File: src/rtl/fifo_write_arbiter.sv
// rtl/fifo_write_arbiter.sv - round-robin arbiter sharing the async FIFO write port among NUM_REQ requesters
// Macro FIFO_ARB_BURST_EN: grants last up to BURST_LEN beats; undefined gives one beat per grant.

module fifo_write_arbiter #(
   parameter int DSIZE     = 8,
   parameter int NUM_REQ   = 4,
   parameter int BURST_LEN = 4
) (
   input  logic                       wclk,
   input  logic                       wrst_n,
   input  logic [NUM_REQ-1:0]         req_valid,
   input  logic [NUM_REQ*DSIZE-1:0]   req_data,
   output logic [NUM_REQ-1:0]         req_ready,
   input  logic                       wfull,
   output logic                       winc,
   output logic [DSIZE-1:0]           wdata,
   output logic [$clog2(NUM_REQ)-1:0] grant_id,
   output logic                       busy
);

   localparam int GW = $clog2(NUM_REQ);
   localparam logic [0:0] S_IDLE  = 1'b0;
   localparam logic [0:0] S_GRANT = 1'b1;

   logic [0:0]    r_state;
   logic [GW-1:0] r_gnt;
   logic [GW-1:0] r_rr_ptr;

   logic          w_in_grant;
   logic          w_can_write;
   logic          w_sel_valid;
   logic          w_accept;
   logic          w_last;
   logic          w_release;
   logic          w_found;
   logic [GW-1:0] w_pick;
   logic [GW:0]   w_sum;
   logic [GW-1:0] w_gnt_next;

   // Scan upward from rr_ptr; w_sum has one spare bit so the wrap is a single subtract.
   always_comb begin
      w_found = 1'b0;
      w_pick  = r_rr_ptr;
      w_sum   = '0;
      for (int k = 0; k < NUM_REQ; k++) begin
         w_sum = {1'b0, r_rr_ptr} + (GW+1)'(k);
         if (w_sum >= (GW+1)'(NUM_REQ)) begin
            w_sum = w_sum - (GW+1)'(NUM_REQ);
         end
         if (!w_found && req_valid[w_sum[GW-1:0]]) begin
            w_found = 1'b1;
            w_pick  = w_sum[GW-1:0];
         end
      end
   end

   assign w_gnt_next  = (r_gnt == GW'(NUM_REQ-1)) ? '0 : r_gnt + GW'(1);
   assign w_in_grant  = (r_state == S_GRANT);
   assign w_can_write = w_in_grant & ~wfull & wrst_n;
   assign w_sel_valid = req_valid[r_gnt];
   assign w_accept    = w_can_write & w_sel_valid;

`ifdef FIFO_ARB_BURST_EN
   localparam int BC_W = $clog2(BURST_LEN) + 1;
   logic [BC_W-1:0] r_beat_cnt;
   assign w_last = (r_beat_cnt == BC_W'(BURST_LEN-1));
`else
   // Single-beat grants: every accepted beat is the last, whatever BURST_LEN says.
   assign w_last = (BURST_LEN > 0);
`endif

   // A dropped valid releases even while wfull stalls the grant.
   assign w_release = w_in_grant & ((w_accept & w_last) | ~w_sel_valid);

   always_ff @(posedge wclk) begin
      if (!wrst_n) begin
         r_state    <= S_IDLE;
         r_gnt      <= '0;
         r_rr_ptr   <= '0;
`ifdef FIFO_ARB_BURST_EN
         r_beat_cnt <= '0;
`endif
      end else begin
         case (r_state)
            S_IDLE: begin
               if (w_found) begin
                  r_state    <= S_GRANT;
                  r_gnt      <= w_pick;
`ifdef FIFO_ARB_BURST_EN
                  r_beat_cnt <= '0;
`endif
               end
            end
            default: begin
               if (w_release) begin
                  r_state  <= S_IDLE;
                  r_rr_ptr <= w_gnt_next;
               end
`ifdef FIFO_ARB_BURST_EN
               else if (w_accept) begin
                  r_beat_cnt <= r_beat_cnt + BC_W'(1);
               end
`endif
            end
         endcase
      end
   end

   assign req_ready = w_can_write ? (NUM_REQ'(1) << r_gnt) : '0;
   assign winc      = w_accept;
   assign wdata     = w_in_grant ? req_data[r_gnt*DSIZE +: DSIZE] : '0;
   assign grant_id  = r_gnt;
   assign busy      = w_in_grant;

endmodule

File: config.mk
export PLATFORM = sky130hd
export DESIGN_NAME = fifo_write_arbiter
export DESIGN_NICKNAME = d
export VERILOG_FILES = /design/src/rtl/fifo_write_arbiter.sv
export SDC_FILE = /design/constraint.sdc
export NUM_CORES = 1
export LEC_CHECK = 0
export BUFFER_PORTS_ARGS = -buffer_cell sky130_fd_sc_hd__buf_2
export CORE_MARGIN = 2
export CORE_UTILIZATION = 38
export CTS_BUF_LIST = sky130_fd_sc_hd__clkbuf_8 sky130_fd_sc_hd__clkbuf_16
export CTS_CLUSTER_SIZE = 25
export DETAILED_ROUTE_END_ITERATION = 12
export HOLD_SLACK_MARGIN = 0.02
export PLACE_DENSITY_LB_ADDON = 0.08
export RECOVER_POWER = 25
export REMOVE_ABC_BUFFERS = 1
export SKIP_CTS_REPAIR_TIMING = 1
export SYNTH_ARGS = -nofsm -noshare
export SYNTH_HDL_FRONTEND = slang
export SYNTH_SLANG_ARGS = --single-unit
File: constraint.sdc
create_clock -name wclk -period 2 [get_ports wclk]
set_input_delay 0.3 -clock wclk [delete_from_list [all_inputs] [get_ports wclk]]
set_output_delay 0.3 -clock wclk [all_outputs]
set_load 0.005 [all_outputs]
# Word-level counts from Yosys, hierarchy flattened
# Cells that the tools add are included.
dict set report word_totals {
  output_inout_bits 16
  mem_count 0
  word_cells 67
  ramBits 0
  latchBits 0
  ff_bits 5
  input_bits 39
  mem_bits_ro 0
}
dict set report op_classes {
  magnitude_cmp 9
  shifts 2
  div_mod_pow 0
  reduce_logical 8
  muxes 28
  bitwise_logic 8
  n_addsub 8
  multipliers 0
  eq_ne 1
}
# cell count
set op_table {}
lappend op_table {{$shiftx 32x6->8} 1}
lappend op_table {{$mux 2} 9}
lappend op_table {{$lt 2x3->1 const B} 5}
lappend op_table {{$mux 1} 12}
lappend op_table {{$bmux 1 s2} 5}
lappend op_table {{$ge 3x3->1 const B} 3}
lappend op_table {{$mux 8} 1}
lappend op_table {{$sub 2x1->2 const B} 4}
lappend op_table {{$add 2x2->3 const B} 2}
lappend op_table {{$and 1x1->1} 4}
lappend op_table {{$mux 4} 1}
lappend op_table {{$reduce_and 2->1} 2}
lappend op_table {{$shl 1x2->4 const A} 1}
lappend op_table {{$add 2x1->3 const B} 1}
lappend op_table {{$ge 2x3->1 const B} 1}
lappend op_table {{$logic_and 1x1->1} 3}
lappend op_table {{$logic_not 1->1} 3}
lappend op_table {{$not 1->1} 3}
lappend op_table {{$add 2x1->2 const B} 1}
lappend op_table {{$eq 2x2->1 const B} 1}
lappend op_table {{$or 1x1->1} 1}

# Longest topological paths before layout
dict set report depth {
  depth_word 16
  mapped_depth 6
  ltp_nobuf 4
}

# Worst setup path after synthesis
# No wires, ideal clock.
dict set report synth_path {
  path_type {register -> output}
  startpoint {register r_gnt[0] (netlist: grant_id[0])}
  endpoint {output port wdata[0]}
  path_stages_with_launch 5
  slack_ps 418
  arrival_time_ps 1282
  required_time_ps 1700
  path_buffers 2
  path_cell_list {dfxtp_1 buf_6 buf_12 mux4_2 and2_1}
}
dict set report synth_via {
  elab_chain_len 2
}
# element line
set synth_rtl {}
lappend synth_rtl {{start, declared} 26} ;# logic [GW-1:0] r_gnt;
lappend synth_rtl {{start signal, assigned} 88} ;# r_gnt <= w_pick;
lappend synth_rtl {{$shiftx 32x6->8} 111} ;# assign wdata = w_in_grant ? req_data[r_gnt*DSIZE +: DSIZE] : '0;
lappend synth_rtl {{$mux 8} 111}
lappend synth_rtl {{end, declared} 16} ;# output logic [DSIZE-1:0] wdata,
# No other way between the ends.

# Worst setup path after layout
dict set report layout_path {
  startpoint {register r_gnt[0] (netlist: grant_id[0])}
  endpoint {output port wdata[5]}
}
# Same word-level chain as after synthesis.

==> impl_metrics.tcl <==
set metrics [dict create \
    status "completed" \
    clockRootBuffer "clkbuf_8" \
    clock-skew-final_ns 0.000582 \
    post_dp_cell_area_um2 968 \
    slew_headroom_pct 75.0 \
    p_sw_mw 0.129 \
    wirelength_um 1750 \
    gp_congestion 0.729 \
    hp-class "primary input to flop" \
    htree_num_levels 1 \
    setup_viol 0 \
    synthCells 73 \
    hp-start "wrst_n" \
    stdcell_area_mm2 0.00101 \
    synth_top_area_share_pct 15.3 \
    vias 760 \
    critPathCaptureType "output port" \
    total_power_mw 0.473 \
    cp-start-kind "flop" \
    mostFrequentLayoutCell "buf_2" \
    avgSynthCellArea_um2 9.43 \
    first_global_vias 678 \
    irDropWorstVdd_uv 215 \
    netSwitchingFraction_pct 27.4 \
    cp.required_ns 1.70 \
    clk_pin_slew_ns 0.03 \
    drc 0 \
    fp.dieArea_mm2 0.00217 \
    period_share_pct 92.4 \
    seq_area_frac_synth_pct 14.5 \
    wl_met2_um 926 \
    reg2reg_from "grant_id[1]$_SDFFE_PN0P_" \
    numCtsBuffers 3 \
    nets 173 \
    cts_buffer_depth 2 \
    comb_power_share_pct 36.2 \
    critPathMaxFanout 9 \
    grt_max_degree 15 \
    ys_seq_elements 5 \
    cts_tree "yes" \
    setup_slack_ns 0.151 \
    wl_per_cell_um 11.4 \
    wl_met1_um 691 \
    ys_top_cells_by_area "mux4_1 15%, dfxtp_1 15%, mux4_2 13%, and2_1 11%, ha_1 7.3%" \
    clk_latency_ns 0.21 \
    hold_ws_ns 0.380 \
    power_frac_clock_pct 37.0 \
    port_buffers 54 \
    fmax_mhz 541 \
    ys_warn_count 0 \
    via_per_inst 4.94 \
    overflow 0 \
    dominantRegCellSynth "dfxtp_1" \
    r2r_setup_slack_ns 0.52 \
    async_reset_ff_share_pct 0 \
    globalRouteTotalUtil_pct 17.7 \
    area_growth_syn_to_layout_pct 46.9 \
    min_period_ns 1.85 \
    final_hold_viol_count 0 \
    netlist_area_um2 688 \
    dp_hpwl_um 1480 \
    first_iter_violations 11 \
    drive_gt1_share_pct 50.4 \
    p_per_area_mw_per_mm2 467 \
    startpoint "grant_id[0]$_SDFFE_PN0P_" \
    tightest_slew_ns 0.366 \
    ios 55 \
    wl_met3_um 131 \
    maxSlewViolCount 0 \
    grt_antenna_before_repair 0 \
    leakagePower_nw 0.495 \
    fill_cells 180 \
    layout_common_cells "54 x buf_2, 12 x and2_1, 10 x nand2_1, 6 x nor2_1" \
    coreArea_mm2 0.00171 \
    grt_pass1_wl_um 2740 \
    core.rowCount 15 \
    drv_cap 0 \
    dieWidth_um 46.6 \
    rsz0062_at_grt "no" \
    sequentialPowerShare_pct 26.8 \
    synth_cell_types 25 \
    ant_nets 0 \
    synth-edff-count 0 \
    firstDrtPassIters 4 \
    place_ws_ns 0.184 \
    internal-power_mw 0.343 \
    postLayoutCoreUtil_pct 59.2 \
    antenna_cells 0 \
    top_layer "met3" \
    yosys.area.top_type "mux4_1" \
    cts_num_sinks 5 \
    cp.arrival_ns 1.55 \
    start_util_pct 40.3 \
    die_y_um 46.6 \
    worstSetupPathType "flop to output port" \
]
-- registers in the layout, summed over array words and instances (netlist names) --
signal	flops
busy	1
grant_id	2
r_rr_ptr	2
-- Yosys cell counts, types with 2 or more instances --
master	n
dfxtp_1	5
nor4_1	2
inv_1	3
nor2_1	6
a2111oi_0	2
o21a_1	2
and2_1	12
mux4_1	4
ha_1	4
nand2_1	10
a21oi_1	2
mux2i_1	3
nor3b_1	2
mux4_2	4
clkbuf_1	2
-- area by class of cell --
cell class,instances,area (um2),area share [%]
inverters,3,11.3,1.11
flip-flops and latches,5,101,10.0
well taps,25,31.3,3.09
clock inverters,1,3.75,0.371
multi-input cells,60,533,52.7
repair buffers,57,289,28.6
clock buffers,3,41.3,4.08
-- path summary, 6_finish.rpt --
path                                   end  depth (start not counted)
setup reg to reg  r_rr_ptr[1]$_SDFFE_PN0P_                          5
setup / recovery                  wdata[5]                          3
hold reg to reg   r_rr_ptr[0]$_SDFFE_PN0P_                          2
hold / removal    grant_id[0]$_SDFFE_PN0P_                          2
-- metrics by stage --
| step | setup TNS, ns | cells |
|---|---|---|
| after floorplan | 0 | 68 |
| after global placement | 0 | 150 |
| after detailed placement | 0 | 150 |
| after CTS | -0.122 | 154 |
| after global routing | 0 | 154 |
| final | 0 | 154 |
-- critical path, cell delays in order, from the launching register on --
cell and delay [ns]:
dfxtp_2 0.47, mux4_1 0.58, and2_1 0.17, buf_2 0.12
-- power by group through the flow --
stage / registers [mW] / logic (mW) / clock network, mW
global route: 0.130 / 0.192 / 0.188
floorplan: 0.131 / 0.0857 / 0
CTS: 0.127 / 0.175 / 0.177
global placement: 0.128 / 0.169 / 0
detailed placement: 0.128 / 0.174 / 0
finish: 0.127 / 0.171 / 0.175
-- cell families (layout without fill, tap and decap cells) --
group	after synthesis	after routing	share of synthesized area (%)
AOI/OAI and AO/OA	11	11	11.5
adders and majority gates	4	4	7.27
buffers and inverters	8	64	8.00
DFF	5	5	14.5
muxes	12	12	34.4
and+or+nand+nor	33	33	24.4
-- per-layer routing --
layer  global-route usage (%)  vias up
met5                        0        -
met4                     5.14        0
met3                    0.392        0
met2                     33.3       36
met1                     21.4      337
li1                         -      387
Power figures use the tool's default switching activity.
